===== config.mk =====
export PLATFORM = sky130hd
export DESIGN_NAME = mmio_uart_tx_flat
export DESIGN_NICKNAME = d
export VERILOG_FILES = /design/src/rtl/mmio_uart_tx_if.sv /design/src/rtl/mmio_uart_tx.sv /design/src/flat_wrapper.sv
export SDC_FILE = /design/constraint.sdc
export NUM_CORES = 1
export LEC_CHECK = 0
export CORE_MARGIN = 5
export CORE_UTILIZATION = 50
export DETAILED_ROUTE_END_ITERATION = 7
export HOLD_SLACK_MARGIN = 0.06
export PLACE_DENSITY = 0.86
export SKIP_CTS_REPAIR_TIMING = 1
export SKIP_LAST_GASP = 1
export SYNTH_ARGS = -nofsm -noshare
export SYNTH_HDL_FRONTEND = slang
export SYNTH_SLANG_ARGS = --single-unit
export TNS_END_PERCENT = 30

===== constraint.sdc =====
create_clock -name clock -period 6 [get_ports clock]
set_input_delay 1.5 -clock clock [delete_from_list [all_inputs] [get_ports clock]]
set_output_delay 1.5 -clock clock [all_outputs]
set_load 0.02 [all_outputs]

===== src/rtl/mmio_uart_tx_if.sv =====
// Data-memory bus bundle shared by the processor and its memory-mapped
// responders (d_mem, mmio_uart_tx).
//   Address   : byte address from the ALU result
//   WriteData : store data (register rt)
//   MemWrite  : store strobe, sampled on the clock edge
//   MemRead   : load strobe, qualifies ReadData
//   ReadData  : combinational load data from the responder
// master: the processor side.  slave: a responder such as the UART.
interface mmio_uart_tx_if;
    logic [31:0] Address;
    logic [31:0] WriteData;
    logic        MemWrite;
    logic        MemRead;
    logic [31:0] ReadData;

    modport master (
        output Address,
        output WriteData,
        output MemWrite,
        output MemRead,
        input  ReadData
    );

    modport slave (
        input  Address,
        input  WriteData,
        input  MemWrite,
        input  MemRead,
        output ReadData
    );
endinterface


===== src/rtl/mmio_uart_tx.sv =====
// Memory-mapped 8N1 UART transmitter on the data-memory bus.
// Stores to TXDATA queue bytes in a small FIFO; the TX FSM serialises them
// LSB first. ReadData is zero whenever this block is not addressed so the
// top level can OR it with d_mem's ReadData.
// Ports:
//   clock : system clock, rising edge
//   reset : synchronous, active-high
//   bus   : data-memory bus (slave side)
//   tx    : registered serial output, idle high
// Register window (16 bytes at BASE_ADDR, index = Address[3:2]):
//   0 TXDATA : write pushes WriteData[7:0]; reads 0
//   1 STATUS : {16'b0, count[15:8], 4'b0, overflow, empty, full, busy};
//              write with WriteData[3]=1 clears overflow
//   2,3      : reads 0, writes ignored
module mmio_uart_tx #(
    parameter logic [31:0] BASE_ADDR    = 32'hFFFF0000,
    parameter int          CLKS_PER_BIT = 16,
    parameter int          FIFO_DEPTH   = 4
) (
    input  logic           clock,
    input  logic           reset,
    mmio_uart_tx_if.slave  bus,
    output logic           tx
);
    localparam int PW  = $clog2(FIFO_DEPTH);
    localparam int CW  = PW + 1;
    localparam int BCW = $clog2(CLKS_PER_BIT);
    localparam logic [BCW-1:0] BIT_RELOAD = BCW'(CLKS_PER_BIT - 1);

    typedef enum logic [1:0] {IDLE, START, DATA, STOP} state_t;

    // Bus decode
    logic       sel;
    logic [1:0] reg_idx;
    logic       wr_data;
    logic       wr_status;
    logic       unused_bits;

    assign sel         = (bus.Address[31:4] == BASE_ADDR[31:4]);
    assign reg_idx     = bus.Address[3:2];
    assign wr_data     = sel && bus.MemWrite && (reg_idx == 2'd0);
    assign wr_status   = sel && bus.MemWrite && (reg_idx == 2'd1);
    assign unused_bits = ^{bus.Address[1:0], bus.WriteData[31:8]};

    // FIFO state
    logic [7:0]    fifo_mem [FIFO_DEPTH];
    logic [PW-1:0] wr_ptr_q, wr_ptr_d;
    logic [PW-1:0] rd_ptr_q, rd_ptr_d;
    logic [CW-1:0] count_q, count_d;
    logic          overflow_q, overflow_d;
    logic          full, empty, push, pop;

    assign full  = (count_q == CW'(FIFO_DEPTH));
    assign empty = (count_q == '0);
    // Full is taken from the registered count, so a same-cycle pop never
    // makes room for a push.
    assign push  = wr_data && !full;

    // TX state
    state_t         state_q, state_d;
    logic [BCW-1:0] bit_cnt_q, bit_cnt_d;
    logic [2:0]     bit_idx_q, bit_idx_d;
    logic [7:0]     shift_q, shift_d;
    logic           tx_q, tx_d;

    assign tx = tx_q;

    always_ff @(posedge clock) begin
        if (push) begin
            fifo_mem[wr_ptr_q] <= bus.WriteData[7:0];
        end
    end

    always_comb begin
        wr_ptr_d   = push ? wr_ptr_q + 1'b1 : wr_ptr_q;
        rd_ptr_d   = pop  ? rd_ptr_q + 1'b1 : rd_ptr_q;
        count_d    = count_q;
        if (push && !pop) begin
            count_d = count_q + 1'b1;
        end else if (pop && !push) begin
            count_d = count_q - 1'b1;
        end
        overflow_d = overflow_q;
        if (wr_data && full) begin
            overflow_d = 1'b1;
        end else if (wr_status && bus.WriteData[3]) begin
            overflow_d = 1'b0;
        end
    end

    // TX FSM: next state and outputs
    always_comb begin
        state_d   = state_q;
        bit_cnt_d = bit_cnt_q;
        bit_idx_d = bit_idx_q;
        shift_d   = shift_q;
        tx_d      = tx_q;
        pop       = 1'b0;
        case (state_q)
            IDLE: begin
                tx_d = 1'b1;
                if (!empty) begin
                    pop       = 1'b1;
                    shift_d   = fifo_mem[rd_ptr_q];
                    tx_d      = 1'b0;
                    bit_cnt_d = BIT_RELOAD;
                    state_d   = START;
                end
            end
            START: begin
                if (bit_cnt_q == '0) begin
                    tx_d      = shift_q[0];
                    bit_idx_d = 3'd0;
                    bit_cnt_d = BIT_RELOAD;
                    state_d   = DATA;
                end else begin
                    bit_cnt_d = bit_cnt_q - 1'b1;
                end
            end
            DATA: begin
                if (bit_cnt_q == '0) begin
                    bit_cnt_d = BIT_RELOAD;
                    if (bit_idx_q == 3'd7) begin
                        tx_d    = 1'b1;
                        state_d = STOP;
                    end else begin
                        // Shift register always presents the current bit at [0]
                        bit_idx_d = bit_idx_q + 3'd1;
                        shift_d   = {1'b0, shift_q[7:1]};
                        tx_d      = shift_q[1];
                    end
                end else begin
                    bit_cnt_d = bit_cnt_q - 1'b1;
                end
            end
            STOP: begin
                tx_d = 1'b1;
                if (bit_cnt_q == '0) begin
                    state_d = IDLE;
                end else begin
                    bit_cnt_d = bit_cnt_q - 1'b1;
                end
            end
            default: begin
                tx_d    = 1'b1;
                state_d = IDLE;
            end
        endcase
    end

    always_ff @(posedge clock) begin
        if (reset) begin
            wr_ptr_q   <= '0;
            rd_ptr_q   <= '0;
            count_q    <= '0;
            overflow_q <= 1'b0;
            state_q    <= IDLE;
            bit_cnt_q  <= '0;
            bit_idx_q  <= '0;
            shift_q    <= '0;
            tx_q       <= 1'b1;
        end else begin
            wr_ptr_q   <= wr_ptr_d;
            rd_ptr_q   <= rd_ptr_d;
            count_q    <= count_d;
            overflow_q <= overflow_d;
            state_q    <= state_d;
            bit_cnt_q  <= bit_cnt_d;
            bit_idx_q  <= bit_idx_d;
            shift_q    <= shift_d;
            tx_q       <= tx_d;
        end
    end

    // Loads are side-effect free and combinational
    always_comb begin
        bus.ReadData = '0;
        if (sel && bus.MemRead && (reg_idx == 2'd1)) begin
            bus.ReadData = {16'b0, 8'(count_q), 4'b0,
                            overflow_q, empty, full, (state_q != IDLE)};
        end
    end
endmodule


===== src/flat_wrapper.sv =====
// flat-port wrapper written by rule: the top's interface ports become plain ports
module mmio_uart_tx_flat 
#(
    parameter logic [31:0] BASE_ADDR    = 32'hFFFF0000,
    parameter int          CLKS_PER_BIT = 16,
    parameter int          FIFO_DEPTH   = 4
)
  (clock, reset, tx, bus_Address, bus_WriteData, bus_MemWrite, bus_MemRead, bus_ReadData);
  mmio_uart_tx_if bus_i ();
  input  logic clock;
  input  logic reset;
  output logic tx;
  input wire logic [$bits(bus_i.Address)-1:0] bus_Address;
  input wire logic [$bits(bus_i.WriteData)-1:0] bus_WriteData;
  input wire logic [$bits(bus_i.MemWrite)-1:0] bus_MemWrite;
  input wire logic [$bits(bus_i.MemRead)-1:0] bus_MemRead;
  output wire logic [$bits(bus_i.ReadData)-1:0] bus_ReadData;
  assign bus_i.Address = bus_Address;
  assign bus_i.WriteData = bus_WriteData;
  assign bus_i.MemWrite = bus_MemWrite;
  assign bus_i.MemRead = bus_MemRead;
  assign bus_ReadData = bus_i.ReadData;
  mmio_uart_tx #(.BASE_ADDR(BASE_ADDR), .CLKS_PER_BIT(CLKS_PER_BIT), .FIFO_DEPTH(FIFO_DEPTH)) u_core (.clock(clock), .reset(reset), .bus(bus_i), .tx(tx));
endmodule

**Yosys cells after proc, flatten, opt, wreduce, memory -nomap -nowiden**

Memories as Yosys holds them, arrays and structs flattened. A register that Yosys moved wholly into a read port is not among the register bits.
Index checks and enable logic that the tools add are counted.

- Flip-flop bits (word level): 26
- Bits in writable memories: 32
- Input bits: 68
- Output and inout bits: 33
- Logic and storage cells: 92
- Memories: 1

Memories:

| name | depth | width | rd ports | clocked after Yosys merged registers in | write ports | RTL line | source |
|---|---|---|---|---|---|---|---|
| u_core.fifo_mem | 4 | 8 | 1 | 1 | 1 | mmio_uart_tx.sv:46 | `logic [7:0] fifo_mem [FIFO_DEPTH];` |

- Add/subtract/negate cells: 6
- Equal/unequal tests: 14
- Multiplexer cells: 34
- Reductions and logical operators: 28

Operator list:

| cell | number |
|---|---|
| $eq 28x28->1 const B | 1 |
| $mux 8 | 3 |
| $pmux 8 s2 | 1 |
| $mux 3 | 5 |
| $mux 2 | 7 |
| $mux 4 | 3 |
| $pmux 4 s3 | 1 |
| $mux 11 | 1 |
| $logic_and 1x1->1 | 10 |
| $mux 1 | 10 |
| $reduce_bool 2->1 | 5 |
| $ne 2x1->1 const B | 4 |
| $pmux 2 s4 | 1 |
| $reduce_and 4->1 | 2 |
| $add 3x1->3 const B | 2 |
| $eq 3x3->1 const B | 2 |
| $ne 2x2->1 const B | 3 |
| $pmux 3 s2 | 1 |
| $reduce_and 5->1 | 1 |
| $add 2x1->2 const B | 2 |
| $eq 2x1->1 const B | 2 |
| $eq 2x2->1 const B | 2 |
| $logic_not 2->1 | 2 |
| $logic_not 4->1 | 1 |
| 7 further kinds | 10 |

**Logic depth before layout (Yosys ltp)**

- Word-level depth: 8
- Depth in mapped cells: 10

**Worst setup path before layout**

OpenSTA, ideal clock, no wires.

- Kind: input to output
- Start: input port bus_Address[12]
- End: output port bus_ReadData[0]
- Data arrival time: 3199 ps
- Required time: 4500 ps
- Slack: 1301 ps
- Stages on the path: 3
- Cells stage by stage: or4b_4 -> or4_4 -> nor4_1

- Cells in the longest elaborated chain, start to end: 4

RTL lines:

| what | RTL line | source |
|---|---|---|
| start, declared | flat_wrapper.sv:13 | `input wire logic [$bits(bus_i.Address)-1:0] bus_Address;` |
| $eq 28x28->1 | mmio_uart_tx.sv:39 | `assign sel = (bus.Address[31:4] == BASE_ADDR[31:4]);` |
| $logic_and 1x1->1 (2 in series) | mmio_uart_tx.sv:178 | `if (sel && bus.MemRead && (reg_idx == 2'd1)) begin` |
| $mux 11 | mmio_uart_tx.sv:178 |  |
| end, declared | flat_wrapper.sv:17 | `output wire logic [$bits(bus_i.ReadData)-1:0] bus_ReadData;` |

Every way passes these cells.

**Worst setup path in the final report**

- Start: input port bus_Address[12]
- End: output port bus_ReadData[2]

The elaborated chain is that of the path after synthesis.

==> impl_metrics.py <==
metrics = {
    "status": {
        "outcome": "complete, no violations",
    },
    "sta": {
        "clock_skew_ns": 0.00790,
        "hold_viol": 0,
        "finalCriticalPeriod_ns": 5.53,
        "timing.setup.tns_ns": 0,
        "holdWs_ns": 0.497,
        "tightest_slew_ns": 0.849,
        "slew_headroom_pct": 43.2,
        "post-route-period-util_pct": 92.1,
        "finalSetupViolations": 0,
        "maxSlewViolCount": 0,
        "fmax_mhz": 181,
        "rsz0062_at_grt": "false",
    },
    "placed_design": {
        "gp_congestion": 0.751,
        "postPlaceCellArea_um2": 3500,
        "dp_hpwl_um": 4180,
        "port_buffers": 49,
    },
    "worst_hold_path": {
        "min_from": "u_core.tx$_SDFFE_PP1P_",
        "whs_endpoint": "u_core.tx$_SDFFE_PP1P_",
        "holdCritPathClass": "flop to flop",
        "whs_path_depth": 2,
    },
    "yosys": {
        "synth_simple_gate_area_share_pct": 15.8,
        "synthAdderAreaFrac_pct": 5.59,
        "syn_area_per_cell_um2": 11.6,
        "synthFlopType": "edfxtp_1",
        "synthXorXnorAreaFrac_pct": 1.15,
        "synth_edf_count": 32,
        "synthMuxAreaShare_pct": 9.20,
        "synth_cell_types": 46,
        "synth_top_family_by_area": "simple AND/OR/NAND/NOR gates",
        "async_flop_share_pct": 0,
        "netlist_area_um2": 3050,
        "synth_compound_area_share_pct": 9.49,
        "synth-seq-cells": 60,
        "syn_inst": 263,
        "synth-seq-area-share_pct": 49.9,
        "yosys_warnings": 0,
    },
    "grt": {
        "grt_util_all_layers_pct": 15.7,
        "overflow": 0,
        "grt_pass1_vias": 2045,
        "grt_max_degree": 21,
        "antenna_found_initial": 0,
        "grt_pass1_wl_um": 9300,
    },
    "critical_path": {
        "critPathArrivalTime_ns": 4.03,
        "startpoint_type": "primary input",
        "criticalPathCategory": "primary input to primary output",
        "max_stage_delay_ns": 0.64,
        "r2r_slack_ns": 3.42,
        "r2r_start": "u_core.count_q[0]$_SDFFE_PP0P_",
        "crit_fanout": 5,
        "crit_required_ns": 4.50,
        "critPathMostFrequentCell": "clkdlybuf4s50_1",
        "end_kind": "primary output",
        "crit_family": "simple AND/OR/NAND/NOR gates",
        "r2r-end": "u_core.count_q[2]$_SDFFE_PP0P_",
        "reg2reg_depth": 9,
        "path_buf_inv": 2,
        "cp_slowest_cell": "clkdlybuf4s50_1",
        "path_cells": "clkdlybuf4s50_1 > or4b_4 > or4_4 > nor3_4 > nor4b_4 > clkdlybuf4s50_1",
    },
    "drt": {
        "antenna_left": 0,
        "drc_errors": 0,
        "routedWlPerCell_um": 14.6,
        "drt-initial-drc-count": 84,
        "drt-total-wl_um": 5750,
        "dr.pass1.iters": 4,
        "vias": 2099,
        "vias_per_cell": 5.33,
    },
    "die": {
        "core_area_um2": 5920,
        "io_pins": 101,
        "die_w_um": 88.1,
        "die_area_um2": 7750,
        "die_h_um": 88.1,
        "initial_core_util_pct": 51.5,
        "placementRows": 28,
    },
    "power_and_ir_drop": {
        "ir_worst_vdd_v": 0.000236,
        "p_leak_uw": 0.00133,
        "p_per_area_nw_per_um2": 381,
    },
    "clock_tree": {
        "clock-sinks": 60,
        "cts.htree.levels": 3,
        "cts_tree": "yes",
        "cts_buffers": 9,
        "path_clk_slew_ns": 0.07,
        "cts_buffer_depth": 2,
        "clock-root-buffer": "clkbuf_8",
        "clkLatencyLatePin_ns": 0.34,
    },
    "layout": {
        "drive_gt1_share_pct": 11.6,
        "layout_common_cells": "clkdlybuf4s50_1, edfxtp_1, dfxtp_1",
        "final_nets": 395,
        "fill_cells": 472,
        "diodes": 0,
        "stdcell_area_um2": 3690,
        "area_growth_pct": 21.2,
        "finish.utilization_pct": 62.4,
        "final_common_cell": "clkdlybuf4s50_1",
    },
    "job": {
        "max_cap_viol_count": 0,
    },
}
-- stage by stage --
stage / total power (µW) / instances / setup slack [ns]
CTS: 1420 / 394 / 0.449
global placement: 1030 / 378 / 0.484
global route: 1510 / 394 / 0.369
finish: 1410 / 394 / 0.475
floorplan: 956 / 287 / 1.30
detailed placement: 1060 / 378 / 0.457
-- worst min-delay path, delay by kind of cell (launching register included) --
family,cells,cell delay [ns]
compound gates,2,0.13
flops,1,0.34
-- sequential cells by signal, indices dropped and copies added, names as in the netlist, named ones only --
| register | count |
|---|---|
| u_core.bit_cnt_q | 4 |
| u_core.bit_idx_q | 3 |
| u_core.count_q | 3 |
| u_core.fifo_mem | 32 |
| u_core.overflow_q | 1 |
| u_core.rd_ptr_q | 2 |
| u_core.shift_q | 8 |
| u_core.state_q | 2 |
| u_core.tx | 1 |
| u_core.wr_ptr_q | 2 |
-- worst max path at each step --
stage	from	cells past startpoint	endpoint	slack, ns
6_report	bus_Address[12]	6	bus_ReadData[2]	0.47
5_1_grt	bus_Address[12]	6	bus_ReadData[2]	0.37
4_1_cts	bus_Address[12]	6	bus_ReadData[2]	0.45
3_5_place_dp	bus_Address[12]	6	bus_ReadData[2]	0.46
3_3_place_gp	bus_Address[12]	6	bus_ReadData[2]	0.48
2_1_floorplan	bus_Address[12]	3	bus_ReadData[0]	1.30
-- report_power, final --
part / leakage (µW) / total [µW] / internal [µW] / switching, µW
logic: 0.000727 / 498 / 225 / 273
clock network: 0.0000845 / 352 / 191 / 162
registers: 0.000518 / 555 / 491 / 64.4
total: 0.00133 / 1410 / 906 / 499
-- Yosys cell counts, drive strengths merged (3+ instances only) --
cell	n	area share (%)
edfxtp	32	32
dfxtp	28	18
buf	27	6.5
nor2	21	2.6
a21oi	17	2.8
o21ai	14	2.3
ha	12	4.9
inv	12	1.5
mux2i	10	3.3
nand2	10	1.2
and2	9	1.8
mux4	8	5.9
clkbuf	6	0.74
nor3	6	1.7
nand4	5	1.0
nor4	4	1.0
o31ai	4	0.99
a211oi	3	1.1
a22oi	3	0.74
nor3b	3	0.74
or2	3	0.62
xor2	3	0.86
-- cells by family (layout without fill, tap and decap cells) --
logic type,after synthesis,count (layout)
buffers and inverters,45,77
adder cells (fa/ha/maj),13,13
other,1,25
multiplexers,18,18
AO/OA/AOI/OAI,47,47
AND/OR/NAND/NOR,75,75
flip-flops,60,60
XOR/XNOR,4,4
-- metal layers --
metal	up-vias	track usage, %	wire, µm
li1	1017	-	-
met1	994	18.2	2270
met2	80	27.1	2950
met3	8	4.89	442
met4	0	6.59	95
met5	-	0	0
-- final cells by class --
| class | count | area [µm²] | share of cell area [%] |
|---|---|---|---|
| Clock buffer | 10 | 128 | 3.46 |
| Clock inverter | 6 | 65.1 | 1.76 |
| Inverter | 12 | 45.0 | 1.22 |
| Multi-Input combinational cell | 182 | 1350 | 36.6 |
| Sequential cell | 60 | 1520 | 41.2 |
| Tap cell | 75 | 93.8 | 2.54 |
| Timing Repair Buffer | 49 | 490 | 13.3 |
No activity file was read; power rests on OpenSTA's default activity.
